==> src/rtl/memmu_payload_scheduler_if.sv <==
// Handshake and bus bundle between the SIU point stream, the payload scheduler and the memory write port.
// master: scheduler side; slave: SIU/memory environment side.
interface memmu_payload_scheduler_if #(
   parameter int ADDR_WIDTH = 32
);
   logic [ADDR_WIDTH-1:0] i_MemMU_baseAddr;
   logic [7:0]            i_MemMU_correction;
   logic                  i_SIU_valid;
   logic                  o_MemMU_ready;
   logic                  i_SIU_frameEnd;
   logic [15:0]           i_SIU_distR0;
   logic [15:0]           i_SIU_distR1;
   logic [7:0]            i_SIU_reflR0;
   logic [7:0]            i_SIU_reflR1;
   logic [7:0]            i_SIU_label;
   logic                  o_MemMU_wrValid;
   logic                  i_MEM_wrReady;
   logic [ADDR_WIDTH-1:0] o_MemMU_wrAddr;
   logic [63:0]           o_MemMU_wrData;
   logic                  o_MemMU_frameDone;
   logic [16:0]           o_MemMU_pointCount;

   modport master (
      input  i_MemMU_baseAddr, i_MemMU_correction, i_SIU_valid, i_SIU_frameEnd,
      input  i_SIU_distR0, i_SIU_distR1, i_SIU_reflR0, i_SIU_reflR1, i_SIU_label,
      input  i_MEM_wrReady,
      output o_MemMU_ready, o_MemMU_wrValid, o_MemMU_wrAddr, o_MemMU_wrData,
      output o_MemMU_frameDone, o_MemMU_pointCount
   );

   modport slave (
      output i_MemMU_baseAddr, i_MemMU_correction, i_SIU_valid, i_SIU_frameEnd,
      output i_SIU_distR0, i_SIU_distR1, i_SIU_reflR0, i_SIU_reflR1, i_SIU_label,
      output i_MEM_wrReady,
      input  o_MemMU_ready, o_MemMU_wrValid, o_MemMU_wrAddr, o_MemMU_wrData,
      input  o_MemMU_frameDone, o_MemMU_pointCount
   );
endinterface

==> src/rtl/memmu_payload_scheduler.sv <==
// Packs SIU points into 64-bit payload words, buffers them and writes them to sequential frame-buffer addresses.
// Optional feature: define MEMMU_CORRECTION_EN to carry i_MemMU_correction in payload bits [55:48].
module memmu_payload_scheduler #(
   parameter int FIFO_DEPTH = 8,
   parameter int ADDR_WIDTH = 32,
   parameter int MAX_POINTS = 65536
) (
   input  logic                      i_SYSTEM_clk,
   input  logic                      i_SYSTEM_rst,
   memmu_payload_scheduler_if.master bus
);
   localparam int PTR_W = $clog2(FIFO_DEPTH);
   localparam int IDX_W = $clog2(MAX_POINTS);

   localparam logic [1:0] ST_IDLE  = 2'd0;
   localparam logic [1:0] ST_RUN   = 2'd1;
   localparam logic [1:0] ST_DRAIN = 2'd2;
   localparam logic [1:0] ST_DONE  = 2'd3;

   localparam logic [PTR_W-1:0] PTR_ONE  = PTR_W'(1);
   localparam logic [PTR_W:0]   OCC_ONE  = (PTR_W+1)'(1);
   localparam logic [PTR_W:0]   OCC_FULL = (PTR_W+1)'(FIFO_DEPTH);
   localparam logic [IDX_W-1:0] IDX_ONE  = IDX_W'(1);
   localparam logic [IDX_W-1:0] IDX_LAST = IDX_W'(MAX_POINTS - 1);
   localparam logic [16:0]      CNT_MAX  = 17'(MAX_POINTS);

   logic [1:0]            state, stateNext;
   logic [63:0]           fifoMem [FIFO_DEPTH];
   logic [PTR_W-1:0]      wrPtr, rdPtr;
   logic [PTR_W:0]        occ, occNext;
   logic                  fullQ, emptyQ;
   logic [ADDR_WIDTH-1:0] frameBase;
   logic [IDX_W-1:0]      wrIdx;
   logic [16:0]           pointCnt, pointCntNext, doneCnt;
   logic                  readyInt, push, pop, frameStart;
   logic [7:0]            corrByte;
   logic [63:0]           payload;

   function automatic logic [63:0] packPayload(
      input logic [15:0] distR0, input logic [7:0] reflR0,
      input logic [15:0] distR1, input logic [7:0] reflR1,
      input logic [7:0]  corr,   input logic [7:0] label);
      return {label, corr, reflR1, distR1, reflR0, distR0};
   endfunction

   function automatic logic [16:0] satInc(input logic [16:0] v);
      return (v >= CNT_MAX) ? v : v + 17'd1;
   endfunction

`ifdef MEMMU_CORRECTION_EN
   assign corrByte = bus.i_MemMU_correction;
`else
   logic unusedCorrection;
   assign corrByte         = 8'h00;
   assign unusedCorrection = ^bus.i_MemMU_correction;
`endif

   assign payload = packPayload(bus.i_SIU_distR0, bus.i_SIU_reflR0, bus.i_SIU_distR1,
                                bus.i_SIU_reflR1, corrByte, bus.i_SIU_label);

   // Ready comes from the registered full flag, so a pop never unblocks a push in the same cycle.
   assign readyInt   = !i_SYSTEM_rst && (state == ST_IDLE || state == ST_RUN) && !fullQ;
   assign push       = bus.i_SIU_valid && readyInt;
   assign pop        = !emptyQ && bus.i_MEM_wrReady;
   assign frameStart = push && (state == ST_IDLE);

   always_comb begin
      occNext = occ;
      if (push && !pop)
         occNext = occ + OCC_ONE;
      else if (!push && pop)
         occNext = occ - OCC_ONE;
   end

   always_comb begin
      pointCntNext = pointCnt;
      if (frameStart)
         pointCntNext = 17'd0;
      else if (pop)
         pointCntNext = satInc(pointCnt);
   end

   always_comb begin
      stateNext = state;
      case (state)
         ST_IDLE:  if (push) stateNext = bus.i_SIU_frameEnd ? ST_DRAIN : ST_RUN;
         ST_RUN:   if (push && bus.i_SIU_frameEnd) stateNext = ST_DRAIN;
         // Leave as soon as the final handshake empties the FIFO so frameDone follows it by one cycle.
         ST_DRAIN: if (occNext == '0) stateNext = ST_DONE;
         ST_DONE:  stateNext = ST_IDLE;
         default:  stateNext = ST_IDLE;
      endcase
   end

   always_ff @(posedge i_SYSTEM_clk) begin
      if (i_SYSTEM_rst) begin
         state     <= ST_IDLE;
         wrPtr     <= '0;
         rdPtr     <= '0;
         occ       <= '0;
         fullQ     <= 1'b0;
         emptyQ    <= 1'b1;
         frameBase <= '0;
         wrIdx     <= '0;
         pointCnt  <= '0;
         doneCnt   <= '0;
      end else begin
         state    <= stateNext;
         occ      <= occNext;
         fullQ    <= (occNext == OCC_FULL);
         emptyQ   <= (occNext == '0);
         pointCnt <= pointCntNext;
         if (push)
            wrPtr <= wrPtr + PTR_ONE;
         if (pop)
            rdPtr <= rdPtr + PTR_ONE;
         if (frameStart)
            frameBase <= bus.i_MemMU_baseAddr;
         if (frameStart)
            wrIdx <= '0;
         else if (pop)
            wrIdx <= (wrIdx == IDX_LAST) ? '0 : wrIdx + IDX_ONE;
         if (state == ST_DRAIN && stateNext == ST_DONE)
            doneCnt <= pointCntNext;
      end
   end

   always_ff @(posedge i_SYSTEM_clk) begin
      if (push)
         fifoMem[wrPtr] <= payload;
   end

   // The FIFO head is the write request itself; it cannot change until the memory accepts it.
   assign bus.o_MemMU_ready      = readyInt;
   assign bus.o_MemMU_wrValid    = !emptyQ;
   assign bus.o_MemMU_wrData     = emptyQ ? 64'h0 : fifoMem[rdPtr];
   assign bus.o_MemMU_wrAddr     = frameBase + ADDR_WIDTH'({wrIdx, 3'b000});
   assign bus.o_MemMU_frameDone  = (state == ST_DONE);
   assign bus.o_MemMU_pointCount = doneCnt;
endmodule

==> src/flat_wrapper.sv <==
// flat-port wrapper written by rule: the top's interface ports become plain ports
module memmu_payload_scheduler_flat 
#(
   parameter int FIFO_DEPTH = 8,
   parameter int ADDR_WIDTH = 32,
   parameter int MAX_POINTS = 65536
)
  (i_SYSTEM_clk, i_SYSTEM_rst, bus_i_MemMU_baseAddr, bus_i_MemMU_correction, bus_i_SIU_valid, bus_i_SIU_frameEnd, bus_i_SIU_distR0, bus_i_SIU_distR1, bus_i_SIU_reflR0, bus_i_SIU_reflR1, bus_i_SIU_label, bus_i_MEM_wrReady, bus_o_MemMU_ready, bus_o_MemMU_wrValid, bus_o_MemMU_wrAddr, bus_o_MemMU_wrData, bus_o_MemMU_frameDone, bus_o_MemMU_pointCount);
  memmu_payload_scheduler_if #(.ADDR_WIDTH(ADDR_WIDTH)) bus_i ();
  input  logic i_SYSTEM_clk;
  input  logic i_SYSTEM_rst;
  input wire logic [$bits(bus_i.i_MemMU_baseAddr)-1:0] bus_i_MemMU_baseAddr;
  input wire logic [$bits(bus_i.i_MemMU_correction)-1:0] bus_i_MemMU_correction;
  input wire logic [$bits(bus_i.i_SIU_valid)-1:0] bus_i_SIU_valid;
  input wire logic [$bits(bus_i.i_SIU_frameEnd)-1:0] bus_i_SIU_frameEnd;
  input wire logic [$bits(bus_i.i_SIU_distR0)-1:0] bus_i_SIU_distR0;
  input wire logic [$bits(bus_i.i_SIU_distR1)-1:0] bus_i_SIU_distR1;
  input wire logic [$bits(bus_i.i_SIU_reflR0)-1:0] bus_i_SIU_reflR0;
  input wire logic [$bits(bus_i.i_SIU_reflR1)-1:0] bus_i_SIU_reflR1;
  input wire logic [$bits(bus_i.i_SIU_label)-1:0] bus_i_SIU_label;
  input wire logic [$bits(bus_i.i_MEM_wrReady)-1:0] bus_i_MEM_wrReady;
  output wire logic [$bits(bus_i.o_MemMU_ready)-1:0] bus_o_MemMU_ready;
  output wire logic [$bits(bus_i.o_MemMU_wrValid)-1:0] bus_o_MemMU_wrValid;
  output wire logic [$bits(bus_i.o_MemMU_wrAddr)-1:0] bus_o_MemMU_wrAddr;
  output wire logic [$bits(bus_i.o_MemMU_wrData)-1:0] bus_o_MemMU_wrData;
  output wire logic [$bits(bus_i.o_MemMU_frameDone)-1:0] bus_o_MemMU_frameDone;
  output wire logic [$bits(bus_i.o_MemMU_pointCount)-1:0] bus_o_MemMU_pointCount;
  assign bus_i.i_MemMU_baseAddr = bus_i_MemMU_baseAddr;
  assign bus_i.i_MemMU_correction = bus_i_MemMU_correction;
  assign bus_i.i_SIU_valid = bus_i_SIU_valid;
  assign bus_i.i_SIU_frameEnd = bus_i_SIU_frameEnd;
  assign bus_i.i_SIU_distR0 = bus_i_SIU_distR0;
  assign bus_i.i_SIU_distR1 = bus_i_SIU_distR1;
  assign bus_i.i_SIU_reflR0 = bus_i_SIU_reflR0;
  assign bus_i.i_SIU_reflR1 = bus_i_SIU_reflR1;
  assign bus_i.i_SIU_label = bus_i_SIU_label;
  assign bus_i.i_MEM_wrReady = bus_i_MEM_wrReady;
  assign bus_o_MemMU_ready = bus_i.o_MemMU_ready;
  assign bus_o_MemMU_wrValid = bus_i.o_MemMU_wrValid;
  assign bus_o_MemMU_wrAddr = bus_i.o_MemMU_wrAddr;
  assign bus_o_MemMU_wrData = bus_i.o_MemMU_wrData;
  assign bus_o_MemMU_frameDone = bus_i.o_MemMU_frameDone;
  assign bus_o_MemMU_pointCount = bus_i.o_MemMU_pointCount;
  memmu_payload_scheduler #(.FIFO_DEPTH(FIFO_DEPTH), .ADDR_WIDTH(ADDR_WIDTH), .MAX_POINTS(MAX_POINTS)) u_core (.i_SYSTEM_clk(i_SYSTEM_clk), .i_SYSTEM_rst(i_SYSTEM_rst), .bus(bus_i));
endmodule
==> config.mk <==
export PLATFORM = sky130hd
export DESIGN_NAME = memmu_payload_scheduler_flat
export DESIGN_NICKNAME = d
export VERILOG_FILES = /design/src/rtl/memmu_payload_scheduler_if.sv /design/src/rtl/memmu_payload_scheduler.sv /design/src/flat_wrapper.sv
export SDC_FILE = /design/constraint.sdc
export NUM_CORES = 1
export LEC_CHECK = 0
export BUFFER_PORTS_ARGS = -buffer_cell sky130_fd_sc_hd__buf_2
export CAP_MARGIN = 5
export CORE_ASPECT_RATIO = 0.7
export CORE_MARGIN = 5
export CORE_UTILIZATION = 45
export CTS_BUF_LIST = sky130_fd_sc_hd__clkbuf_8
export DETAILED_ROUTE_END_ITERATION = 8
export SLEW_MARGIN = 15
export SYNTH_ARGS = -nofsm -noshare
export SYNTH_HDL_FRONTEND = slang
export SYNTH_SLANG_ARGS = --single-unit
==> constraint.sdc <==
create_clock -name i_SYSTEM_clk -period 13.3 [get_ports i_SYSTEM_clk]
set_input_delay 1.33 -clock i_SYSTEM_clk [delete_from_list [all_inputs] [get_ports i_SYSTEM_clk]]
set_output_delay 1.33 -clock i_SYSTEM_clk [all_outputs]
set_load 0.02 [all_outputs]
==> report_table.html, run 1 <==
<table>
<tr><th>Metric</th><th>Value</th></tr>
<tr><th colspan="2">Status</th></tr>
<tr><td>Result of the run</td><td>complete, no violations</td></tr>
<tr><th colspan="2">Flow run</th></tr>
<tr><td>Max-cap viol count</td><td>0</td></tr>
<tr><th colspan="2">Worst setup path</th></tr>
<tr><td>CP delay by family, top</td><td>compound AO/OA/AOI/OAI gates</td></tr>
<tr><td>Critical Path Fanout Max</td><td>8</td></tr>
<tr><td>Kind of launch point of the worst setup path</td><td>flip-flop</td></tr>
<tr><td>Critical Path RT</td><td>11970 ps</td></tr>
<tr><td>R2r worst-path depth</td><td>6</td></tr>
<tr><td>Reg-to-reg slack, setup</td><td>10070 ps</td></tr>
<tr><td>Cells along the critical path</td><td>ha_1 -&gt; inv_1 -&gt; fa_1 -&gt; nor2b_1 -&gt; o21ai_0 -&gt; a21oi_1 -&gt; o2111ai_1 -&gt; a311oi_1 -&gt; xor2_1 -&gt; buf_2</td></tr>
<tr><td>Setup crit end kind</td><td>output pin</td></tr>
<tr><td>Worst path slowest cell</td><td>a311oi_1</td></tr>
<tr><td>Critical path start-end classification</td><td>flip-flop to output pin</td></tr>
<tr><td>Delay contributed by the slowest stage of the critical path</td><td>roughly 460 ps</td></tr>
<tr><td>Worst R2R Start</td><td>u_core.emptyQ</td></tr>
<tr><td>Worst r2r dst</td><td>u_core.bus.o_MemMU_pointCount[9]</td></tr>
<tr><td>Data arrival, critical path</td><td>3520 ps</td></tr>
<tr><td>CP bufs+invs</td><td>2</td></tr>
<tr><th colspan="2">Routing</th></tr>
<tr><td>Iteration count of the initial detailed-routing pass</td><td>7</td></tr>
<tr><td>Aggregate routed wire length</td><td>approximately 47000 µm</td></tr>
<tr><td>Drt drc</td><td>0</td></tr>
<tr><td>Total number of vias</td><td>around 12000</td></tr>
<tr><td>DR WL/cell</td><td>about 21 µm</td></tr>
<tr><td>Antenna violation net count after detailed routing</td><td>0</td></tr>
<tr><td>Count of routing violations after the opening detailed-route iteration</td><td>862</td></tr>
<tr><td>Via/cell ratio</td><td>5.28</td></tr>
<tr><th colspan="2">Clocking</th></tr>
<tr><td>Clock tree from TritonCTS</td><td>built</td></tr>
<tr><td>Hold-fix buffers, CTS</td><td>0</td></tr>
<tr><td>Post_cts resized</td><td>0</td></tr>
<tr><td># H-tree levels</td><td>3</td></tr>
<tr><td>TritonCTS Buffers</td><td>87</td></tr>
<tr><td>Maximum count of clock buffers along a single path</td><td>3</td></tr>
<tr><td>Clock latency at the later pin of the worst-skew pair</td><td>650 ps</td></tr>
<tr><td>Clock slew at reported path FFs</td><td>60 ps</td></tr>
<tr><td>Buffer cell driving the clock tree root</td><td>clkbuf_8</td></tr>
<tr><td>Post-CTS setup buffer count</td><td>0</td></tr>
<tr><td>Total number of clock tree sinks</td><td>547</td></tr>
<tr><th colspan="2">Timing</th></tr>
<tr><td>Pins over their slew limit</td><td>0</td></tr>
<tr><td>Worst max-slew margin expressed relative to the limit</td><td>28.5%</td></tr>
<tr><td>Final WS setup</td><td>8450 ps</td></tr>
<tr><td>Unrepaired setup endpoints after global routing</td><td>false</td></tr>
<tr><td>Min cycle time layout</td><td>4850 ps</td></tr>
<tr><td>Final critical-path share of the clock period</td><td>36.5%</td></tr>
<tr><td>Setup violators final</td><td>0</td></tr>
<tr><td>Final hold slack</td><td>455 ps</td></tr>
<tr><td>Final hold violations</td><td>0</td></tr>
<tr><td>Fin Clk Skew</td><td>24.5 ps</td></tr>
<tr><td>Transition time of the tightest slew-check pin</td><td>1070 ps</td></tr>
<tr><td>Setup TNS Final</td><td>0 ps</td></tr>
<tr><td>Highest attainable clock frequency</td><td>~0.21 GHz</td></tr>
<tr><th colspan="2">Die</th></tr>
<tr><td>Top Ports</td><td>217</td></tr>
<tr><td>Y dimension of the die</td><td>a little under 200 µm</td></tr>
<tr><td>Area of the die</td><td>between 50000 and 60000 µm²</td></tr>
<tr><td>Standard-cell rows</td><td>67</td></tr>
<tr><td>Initial cell density of the core</td><td>45.6%</td></tr>
<tr><td>Die Span X</td><td>274 µm</td></tr>
<tr><td>Placeable core area</td><td>48000 µm²</td></tr>
<tr><th colspan="2">Min path</th></tr>
<tr><td>Type of the worst min-delay path</td><td>flip-flop to flip-flop</td></tr>
<tr><td>Hold-critical path depth</td><td>2</td></tr>
<tr><td>Endpoint of the worst hold-timing path</td><td>u_core.frameBase[1]</td></tr>
<tr><td>Min-delay src</td><td>u_core.frameBase[1]</td></tr>
<tr><th colspan="2">Synth</th></tr>
<tr><td>Cells taking the most area after synthesis</td><td>edfxtp_1 (61%), mux4_2 (12%), dfxtp_1 (9.0%), mux2i_1 (2.7%), nand2_1 (1.9%)</td></tr>
<tr><td>Post-synthesis instance area</td><td>21900 µm²</td></tr>
<tr><td>Share of synthesized registers carrying an async set or reset</td><td>0%</td></tr>
<tr><td>Number of synthesized register bits</td><td>547</td></tr>
<tr><td>Number of enable-type register cells in the synthesized netlist</td><td>around 450</td></tr>
<tr><td>Post-synthesis sequential area ratio</td><td>70.5%</td></tr>
<tr><td>Cell count after synthesis</td><td>1311</td></tr>
<tr><td>Share of the synthesized area in the top cell type</td><td>61.4%</td></tr>
<tr><td>Warnings, synthesis</td><td>0</td></tr>
<tr><td>Cell type with the highest aggregate area in the netlist</td><td>edfxtp_1</td></tr>
<tr><td>Top FF cell, synth</td><td>edfxtp_1</td></tr>
<tr><td>Post-synthesis cell type count</td><td>58</td></tr>
<tr><td>Mean Syn Cell Area</td><td>16.7 µm²</td></tr>
<tr><th colspan="2">Finish</th></tr>
<tr><td>Number of nets in the layout</td><td>1681</td></tr>
<tr><td>Fraction of layout instances using a drive strength above 1</td><td>29.0%</td></tr>
<tr><td>Filler cell count</td><td>4008</td></tr>
<tr><td>P&amp;R area growth vs syn</td><td>15.6%</td></tr>
<tr><th colspan="2">Pwr</th></tr>
<tr><td>Worst-case vdd ir drop</td><td>between 0.00009 and 0.0001 V</td></tr>
<tr><td>Power density normalized to cell area</td><td>149 nW/µm²</td></tr>
<tr><td>Leakage power summed over all cells</td><td>slightly below 9 nW</td></tr>
<tr><th colspan="2">Placement</th></tr>
<tr><td>Global placement routability congestion</td><td>between 0.8 and 0.9</td></tr>
<tr><td>Pre-CTS setup slack</td><td>8940 ps</td></tr>
<tr><td>IO Port Bufs</td><td>200</td></tr>
<tr><td>Post-DP HPWL</td><td>26100 µm</td></tr>
<tr><th colspan="2">GRT</th></tr>
<tr><td>Antenna violations before repair</td><td>5</td></tr>
<tr><td>Global-route wire length before repair</td><td>72700 µm</td></tr>
<tr><td>Total routing resource utilization after global routing</td><td>17.7%</td></tr>
<tr><td>Largest net degree at the start of global routing</td><td>a little over 70</td></tr>
<tr><td>Grt total ovfl</td><td>0</td></tr>
<tr><td>Vias in the first global route</td><td>12400</td></tr>
</table>
-- worst min-delay path: stages, from the launching register on --
cell,delay (ps)
dfxtp_1,310
nand2_1,50
a21oi_1,50
-- report_power, final --
| part | switching, mW | leakage [nW] | internal, mW |
|---|---|---|---|
| Clock | 0.644 | 0.962 | 0.734 |
| Sequential | 0.0452 | 4.85 | 1.89 |
| Combinational | 0.267 | 3.11 | 0.194 |
-- flip-flops by register name (all words and copies together), names as in the netlist, named ones only --
name / flops
u_core.state: 2
u_core.fullQ: 1
u_core.pointCnt: 17
u_core.rdPtr: 3
u_core.bus.o_MemMU_pointCount: 17
u_core.wrIdx: 16
u_core.frameBase: 32
u_core.wrPtr: 3
u_core.occ: 4
u_core.emptyQ: 1
u_core.fifoMem: 448
-- how the worst max path moves through the flow --
stage,startpoint,to,slack [ps],cells after the start
after floorplan,i_SYSTEM_rst,u_core.fifoMem[0][0],5180,4
after global placement,i_SYSTEM_rst,u_core.bus.o_MemMU_pointCount[7],8970,8
after detailed placement,i_SYSTEM_rst,u_core.state[0],8940,8
after CTS,u_core.wrIdx[0],bus_o_MemMU_wrAddr[31],8390,10
after global routing,u_core.wrIdx[0],bus_o_MemMU_wrAddr[31],8170,10
final,u_core.wrIdx[0],bus_o_MemMU_wrAddr[31],8450,10
-- Yosys cell counts, types with 12 or more instances --
library cell  instances
nor3_1               15
inv_1                14
mux2i_1              58
nand3_1              16
clkbuf_1             42
edfxtp_1            448
and3_1               13
xnor2_1              22
dfxtp_1              99
ha_1                 23
mux4_2              112
o21ai_0              12
nand2_1             108
nor2_1              108
a21oi_1              49
buf_1                15
o22a_1               17
xor2_1               35
-- stage by stage --
step           power (mW)  instances  utilization, %  instance area, µm²
2_1_floorplan        2.29       1318               -               21900
3_3_place_gp         2.44       2122            49.2               23600
3_5_place_dp         2.45       2122            49.2               23600
4_1_cts              3.84       2280            52.7               25300
5_1_grt              3.96       2281            52.7               25300
6_report             3.78       2281            52.7               25300
-- cell type report --
class	count	area [µm²]	area share, %
well taps	655	820	3.24
clock buffers	94	1290	5.11
inverters	14	52.6	0.208
clock inverters	64	393	1.55
diodes	1	2.50	0.00988
repair buffers	222	1170	4.61
flip-flops and latches	547	15400	61.0
multi-input cells	684	6150	24.3
-- kinds of logic after synthesis --
logic type / after synthesis / synth area share [%]
AOI/OAI and AO/OA: 119 / 3.58
muxes: 170 / 14.2
other: 1 / 0.0171
xor gates and xnor gates: 57 / 2.28
DFF: 547 / 70.5
and+or+nand+nor: 306 / 6.23
buffers and inverters: 87 / 1.84
adders and majority gates: 24 / 1.41
-- cell usage in the layout (no fill, tap or decap), drive strengths merged, types with 4 or more instances in the layout --
master,Yosys,layout
edfxtp,448,448
buf,31,222
mux4,112,112
nand2,108,108
nor2,108,108
dfxtp,99,99
clkbuf,42,94
mux2i,58,58
a21oi,49,49
inv,14,42
xor2,35,35
clkinv,0,31
ha,23,23
xnor2,22,22
o22a,17,17
nand3,16,16
nor3,15,15
and3,13,13
o21ai,12,12
a21o,11,11
nand4,11,11
conb,1,8
a31oi,8,8
nor2b,6,6
nand2b,6,6
or3,5,5
nor4,5,5
and2,4,4
bufinv,0,4
-- per-layer routing --
metal  global-route usage (%)  share of wire (%)
met4                     4.39                1.5
met1                     25.0                 46
met3                     4.45                5.1
met2                     28.0                 47
met5                        0               0.12
Power figures use the tool's default switching activity.
==> inputs of run 2 (changes only) <==
--- a/config.mk
+++ b/config.mk
@@ -5,6 +5,7 @@
 export SDC_FILE = /design/constraint.sdc
 export NUM_CORES = 1
 export LEC_CHECK = 0
+export ABC_AREA = 1
 export BUFFER_PORTS_ARGS = -buffer_cell sky130_fd_sc_hd__buf_2
 export CAP_MARGIN = 5
 export CORE_ASPECT_RATIO = 0.7
==> constraint.sdc (replaced) <==
create_clock -name i_SYSTEM_clk -period 4.6 [get_ports i_SYSTEM_clk]
set_input_delay 0.46 -clock i_SYSTEM_clk [delete_from_list [all_inputs] [get_ports i_SYSTEM_clk]]
set_output_delay 0.46 -clock i_SYSTEM_clk [all_outputs]
set_load 0.02 [all_outputs]
==> report_table.html, run 2 <==
<table>
<tr><th>Metric</th><th>Value</th></tr>
<tr><th colspan="2">GRT</th></tr>
<tr><td>Total routing resource utilization after global routing</td><td>20.0% (+2.3 points)</td></tr>
<tr><td>Antenna violations before repair</td><td>6 (+1)</td></tr>
<tr><td>Largest net degree at the start of global routing</td><td>113 (+59%)</td></tr>
<tr><td>Grt total ovfl</td><td>0 (unchanged)</td></tr>
<tr><td>Vias in the first global route</td><td>15900 (+28%)</td></tr>
<tr><td>Global-route wire length before repair</td><td>88600 µm (+22%)</td></tr>
<tr><th colspan="2">Timing</th></tr>
<tr><td>Unrepaired setup endpoints after global routing</td><td>false</td></tr>
<tr><td>Final critical-path share of the clock period</td><td>roughly four fifths</td></tr>
<tr><td>Worst max-slew margin expressed relative to the limit</td><td>30.1% (+1.6 points)</td></tr>
<tr><td>Highest attainable clock frequency</td><td>about 0.27 GHz</td></tr>
<tr><td>Min cycle time layout</td><td>3720 ps</td></tr>
<tr><td>Fin Clk Skew</td><td>35.2 ps (+10.7 ps)</td></tr>
<tr><td>Setup violators final</td><td>0 (unchanged)</td></tr>
<tr><td>Pins over their slew limit</td><td>0 (unchanged)</td></tr>
<tr><td>Transition time of the tightest slew-check pin</td><td>1050 ps (-23.8 ps)</td></tr>
<tr><td>Final hold violations</td><td>0 (unchanged)</td></tr>
<tr><td>Setup TNS Final</td><td>0 ps (unchanged)</td></tr>
<tr><th colspan="2">Worst setup path</th></tr>
<tr><td>Setup crit end kind</td><td>output pin</td></tr>
<tr><td>Cells along the critical path</td><td>ha_1 -&gt; inv_1 -&gt; fa_1 -&gt; o21ai_0 -&gt; a21oi_1 -&gt; o21bai_1 -&gt; nand3_1 -&gt; nand2_1 -&gt; nand2_1 -&gt; nand2_1 -&gt; buf_2</td></tr>
<tr><td>Delay contributed by the slowest stage of the critical path</td><td>580 ps (+120 ps)</td></tr>
<tr><td>Worst path slowest cell</td><td>o21ai_0</td></tr>
<tr><td>Data arrival, critical path</td><td>3260 ps (-260 ps)</td></tr>
<tr><td>Critical path start-end classification</td><td>flip-flop to output pin</td></tr>
<tr><td>Cell mode on critical path</td><td>nand2_1</td></tr>
<tr><td>Kind of launch point of the worst setup path</td><td>flip-flop</td></tr>
<tr><td>Critical Path Fanout Max</td><td>4 (-4)</td></tr>
<tr><td>Critical Path RT</td><td>4140 ps (-7830 ps)</td></tr>
<tr><th colspan="2">Clocking</th></tr>
<tr><td>Maximum count of clock buffers along a single path</td><td>3 (unchanged)</td></tr>
<tr><td>Clock tree from TritonCTS</td><td>built</td></tr>
<tr><td>TritonCTS Buffers</td><td>87 (unchanged)</td></tr>
<tr><td>Post-CTS setup buffer count</td><td>0 (unchanged)</td></tr>
<tr><td>Buffer cell driving the clock tree root</td><td>clkbuf_8</td></tr>
<tr><td>Clock slew at reported path FFs</td><td>60 ps (about the same)</td></tr>
<tr><td>Total number of clock tree sinks</td><td>547 (unchanged)</td></tr>
<tr><td># H-tree levels</td><td>3 (unchanged)</td></tr>
<tr><td>Clock latency at the later pin of the worst-skew pair</td><td>660 ps (about the same)</td></tr>
<tr><th colspan="2">Synth</th></tr>
<tr><td>Post-synthesis cell type count</td><td>45 (-22%)</td></tr>
<tr><td>Number of enable-type register cells in the synthesized netlist</td><td>448 (unchanged)</td></tr>
<tr><td>Commonest cells post-synth</td><td>nor2_1 (481), edfxtp_1 (448), o21ai_0 (336)</td></tr>
<tr><td>Mean Syn Cell Area</td><td>10.8 µm² (-36%)</td></tr>
<tr><td>Top FF cell, synth</td><td>edfxtp_1</td></tr>
<tr><td>Cell type with the highest aggregate area in the netlist</td><td>edfxtp_1</td></tr>
<tr><td>Share of synthesized registers carrying an async set or reset</td><td>0% (unchanged)</td></tr>
<tr><td>Most frequently used cell type in the post-synthesis netlist</td><td>nor2_1</td></tr>
<tr><td>Cell count after synthesis</td><td>2137 (+63%)</td></tr>
<tr><td>Share of the synthesized area in the top cell type</td><td>58.5% (-2.9 points)</td></tr>
<tr><td>Warnings, synthesis</td><td>0 (unchanged)</td></tr>
<tr><td>Cells taking the most area after synthesis</td><td>edfxtp_1 (59%), dfxtp_1 (8.6%), nor2_1 (7.9%), o21ai_0 (7.3%), nand2_1 (2.8%)</td></tr>
<tr><td>Number of synthesized register bits</td><td>547 (unchanged)</td></tr>
<tr><td>Post-synthesis instance area</td><td>23000 µm² (+5.0%)</td></tr>
<tr><td>Post-synthesis sequential area ratio</td><td>67.1% (-3.3 points)</td></tr>
<tr><th colspan="2">Die</th></tr>
<tr><td>Die Span X</td><td>280 µm (+2.4%)</td></tr>
<tr><td>Y dimension of the die</td><td>199 µm (+2.3%)</td></tr>
<tr><td>Area of the die</td><td>55800 µm² (+4.8%)</td></tr>
<tr><td>Top Ports</td><td>217 (unchanged)</td></tr>
<tr><td>Initial cell density of the core</td><td>45.4% (-0.23 points)</td></tr>
<tr><td>Standard-cell rows</td><td>69 (+3.0%)</td></tr>
<tr><td>Placeable core area</td><td>50700 µm² (+5.5%)</td></tr>
<tr><th colspan="2">Placement</th></tr>
<tr><td>Global placement routability congestion</td><td>0.883 (+9.2%)</td></tr>
<tr><td>Post-DP HPWL</td><td>31000 µm (+19%)</td></tr>
<tr><td>IO Port Bufs</td><td>200 (unchanged)</td></tr>
<tr><td>Placement Cell Area</td><td>24700 µm² (+4.4%)</td></tr>
<tr><th colspan="2">Min path</th></tr>
<tr><td>Type of the worst min-delay path</td><td>primary input to flip-flop</td></tr>
<tr><th colspan="2">Flow run</th></tr>
<tr><td>Max-cap viol count</td><td>0 (unchanged)</td></tr>
<tr><th colspan="2">Finish</th></tr>
<tr><td>Fraction of layout instances using a drive strength above 1</td><td>15.4% (-14 points)</td></tr>
<tr><td>Most common cell after layout, fill and taps aside</td><td>nor2_1</td></tr>
<tr><td>Number of nets in the layout</td><td>2476 (+47%)</td></tr>
<tr><td>Registers with the highest flip-flop counts</td><td>u_core.fifoMem: 448 flops, u_core.frameBase: 32 flops</td></tr>
<tr><td>Register cell area after layout</td><td>15400 µm² (about the same)</td></tr>
<tr><td>Post-layout instance area</td><td>26400 µm² (+4.4%)</td></tr>
<tr><td>Total area of multi-input combinational cells</td><td>6660 µm² (+8.3%)</td></tr>
<tr><td>P&amp;R area growth vs syn</td><td>15.0%</td></tr>
<tr><td>Register ranked first by flip-flop count</td><td>u_core.fifoMem</td></tr>
<tr><td>Top library cells by usage in the layout, fill and taps aside</td><td>nor2_1 (473), edfxtp_1 (448), o21ai_0 (336)</td></tr>
<tr><td>Flip-flop count of the largest register after layout</td><td>448 (unchanged)</td></tr>
<tr><td>Filler cell count</td><td>4482 (+12%)</td></tr>
<tr><th colspan="2">Routing</th></tr>
<tr><td>Antenna violation net count after detailed routing</td><td>0 (unchanged)</td></tr>
<tr><td>Via/cell ratio</td><td>5.27 (-0.20%)</td></tr>
<tr><td>Iteration count of the initial detailed-routing pass</td><td>8 (+1)</td></tr>
<tr><td>Total number of vias</td><td>16300 (+35%)</td></tr>
<tr><td>Drt drc</td><td>0 (unchanged)</td></tr>
<tr><td>DR WL/cell</td><td>18.4 µm (-11%)</td></tr>
<tr><td>Aggregate routed wire length</td><td>57000 µm (+21%)</td></tr>
<tr><td>Count of routing violations after the opening detailed-route iteration</td><td>1249 (+45%)</td></tr>
<tr><th colspan="2">Pwr</th></tr>
<tr><td>Worst-case vdd ir drop</td><td>0.000255 V (+160%)</td></tr>
<tr><td>Power density normalized to cell area</td><td>453 nW/µm² (+200%)</td></tr>
<tr><td>Leakage power summed over all cells</td><td>9.85 nW (+10%)</td></tr>
<tr><th colspan="2">Status</th></tr>
<tr><td>Result of the run</td><td>complete, no violations</td></tr>
</table>
[run 2: changes by cell type in the layout (fill, tap and decap cells not counted), sizes merged, moves of 19 or more]
cell | before | now
o22ai | 0 | 56
a31oi | 8 | 57
nand3 | 16 | 74
nand2 | 108 | 175
mux2i | 58 | 0
mux4 | 112 | 0
nor2 | 108 | 488
inv | 42 | 150
o21ai | 12 | 336
dlygate4sd3 | 0 | 19
[run 2: cells by family (layout without fill, tap and decap cells)]
| kind of cell | after synthesis | after routing | synth area share [%] |
|---|---|---|---|
| adder cells (fa/ha/maj) | 24 | 24 | 1.34 |
| XOR/XNOR | 34 | 34 | 1.30 |
| AND/OR/NAND/NOR | 784 | 784 | 14.1 |
| flip-flops | 547 | 547 | 67.1 |
| other | 1 | 9 | 0.0163 |
| buffers and inverters | 238 | 508 | 4.28 |
| AO/OA/AOI/OAI | 509 | 509 | 11.8 |
[run 2: metal layers]
layer	GRT usage [%]	up-vias	part of all wire, %
li1	-	7922	-
met1	28.1	7838	46
met2	32.1	429	46
met3	4.50	81	5.8
met4	5.15	8	1.9
met5	0	-	0.086
[run 2: final timing paths]
kind,slack (ps),from,to,cells past startpoint
worst min-delay path,70,bus_i_MemMU_baseAddr[16],u_core.frameBase[16],3
worst max-delay path,880,u_core.wrIdx[0],bus_o_MemMU_wrAddr[29],11
worst min register to register,460,u_core.rdPtr[2],flip-flop,2
worst max register to register,1820,u_core.emptyQ,u_core.bus.o_MemMU_pointCount[12],10
[run 2: area by class of cell]
cell class	instances	share of cell area (%)
sequential	547	58.4
multi-input combinational	1359	25.2
clock buffer	90	4.69
tap	674	3.19
clock inverter	62	1.25
antenna	1	0.00947
timing repair buffer	243	5.61
inverter	113	1.63
[run 2: timing repair]
action                                 CTS  global route
endpoints found under the hold margin   41             0
gates resized for setup                  0             0
setup endpoints to repair                0             0
hold buffers                            19             0
[run 2: where the power goes]
group          total [mW]  switching (mW)  internal (mW)  leakage [nW]
clock                3.82            1.89           1.93         0.942
combinational        2.54            1.78          0.758          4.05
sequential           5.61           0.116           5.49          4.85
total                12.0            3.78           8.18          9.85
[run 2: through the flow]
step                      worst slack, ps  hold slack [ps]  power (mW)  util, %  instances
final                                 879             68.7        12.0     52.2       3089
after global routing                  602             13.2        12.6     52.2       3089
after CTS                             811             2.56        12.1     52.1       3088
after detailed placement             1380              463        8.25     48.7       2917
after global placement               1400              449        8.21     48.7       2917
after floorplan                       768              433        7.41        -       2144
[run 2: critical path, delay by kind of cell (launching register included)]
family | cells | cell delay (ps)
fa+ha+maj | 2 | 580
compound gates | 3 | 1080
simple gates | 4 | 310
flops | 1 | 430
buf+inv | 2 | 220
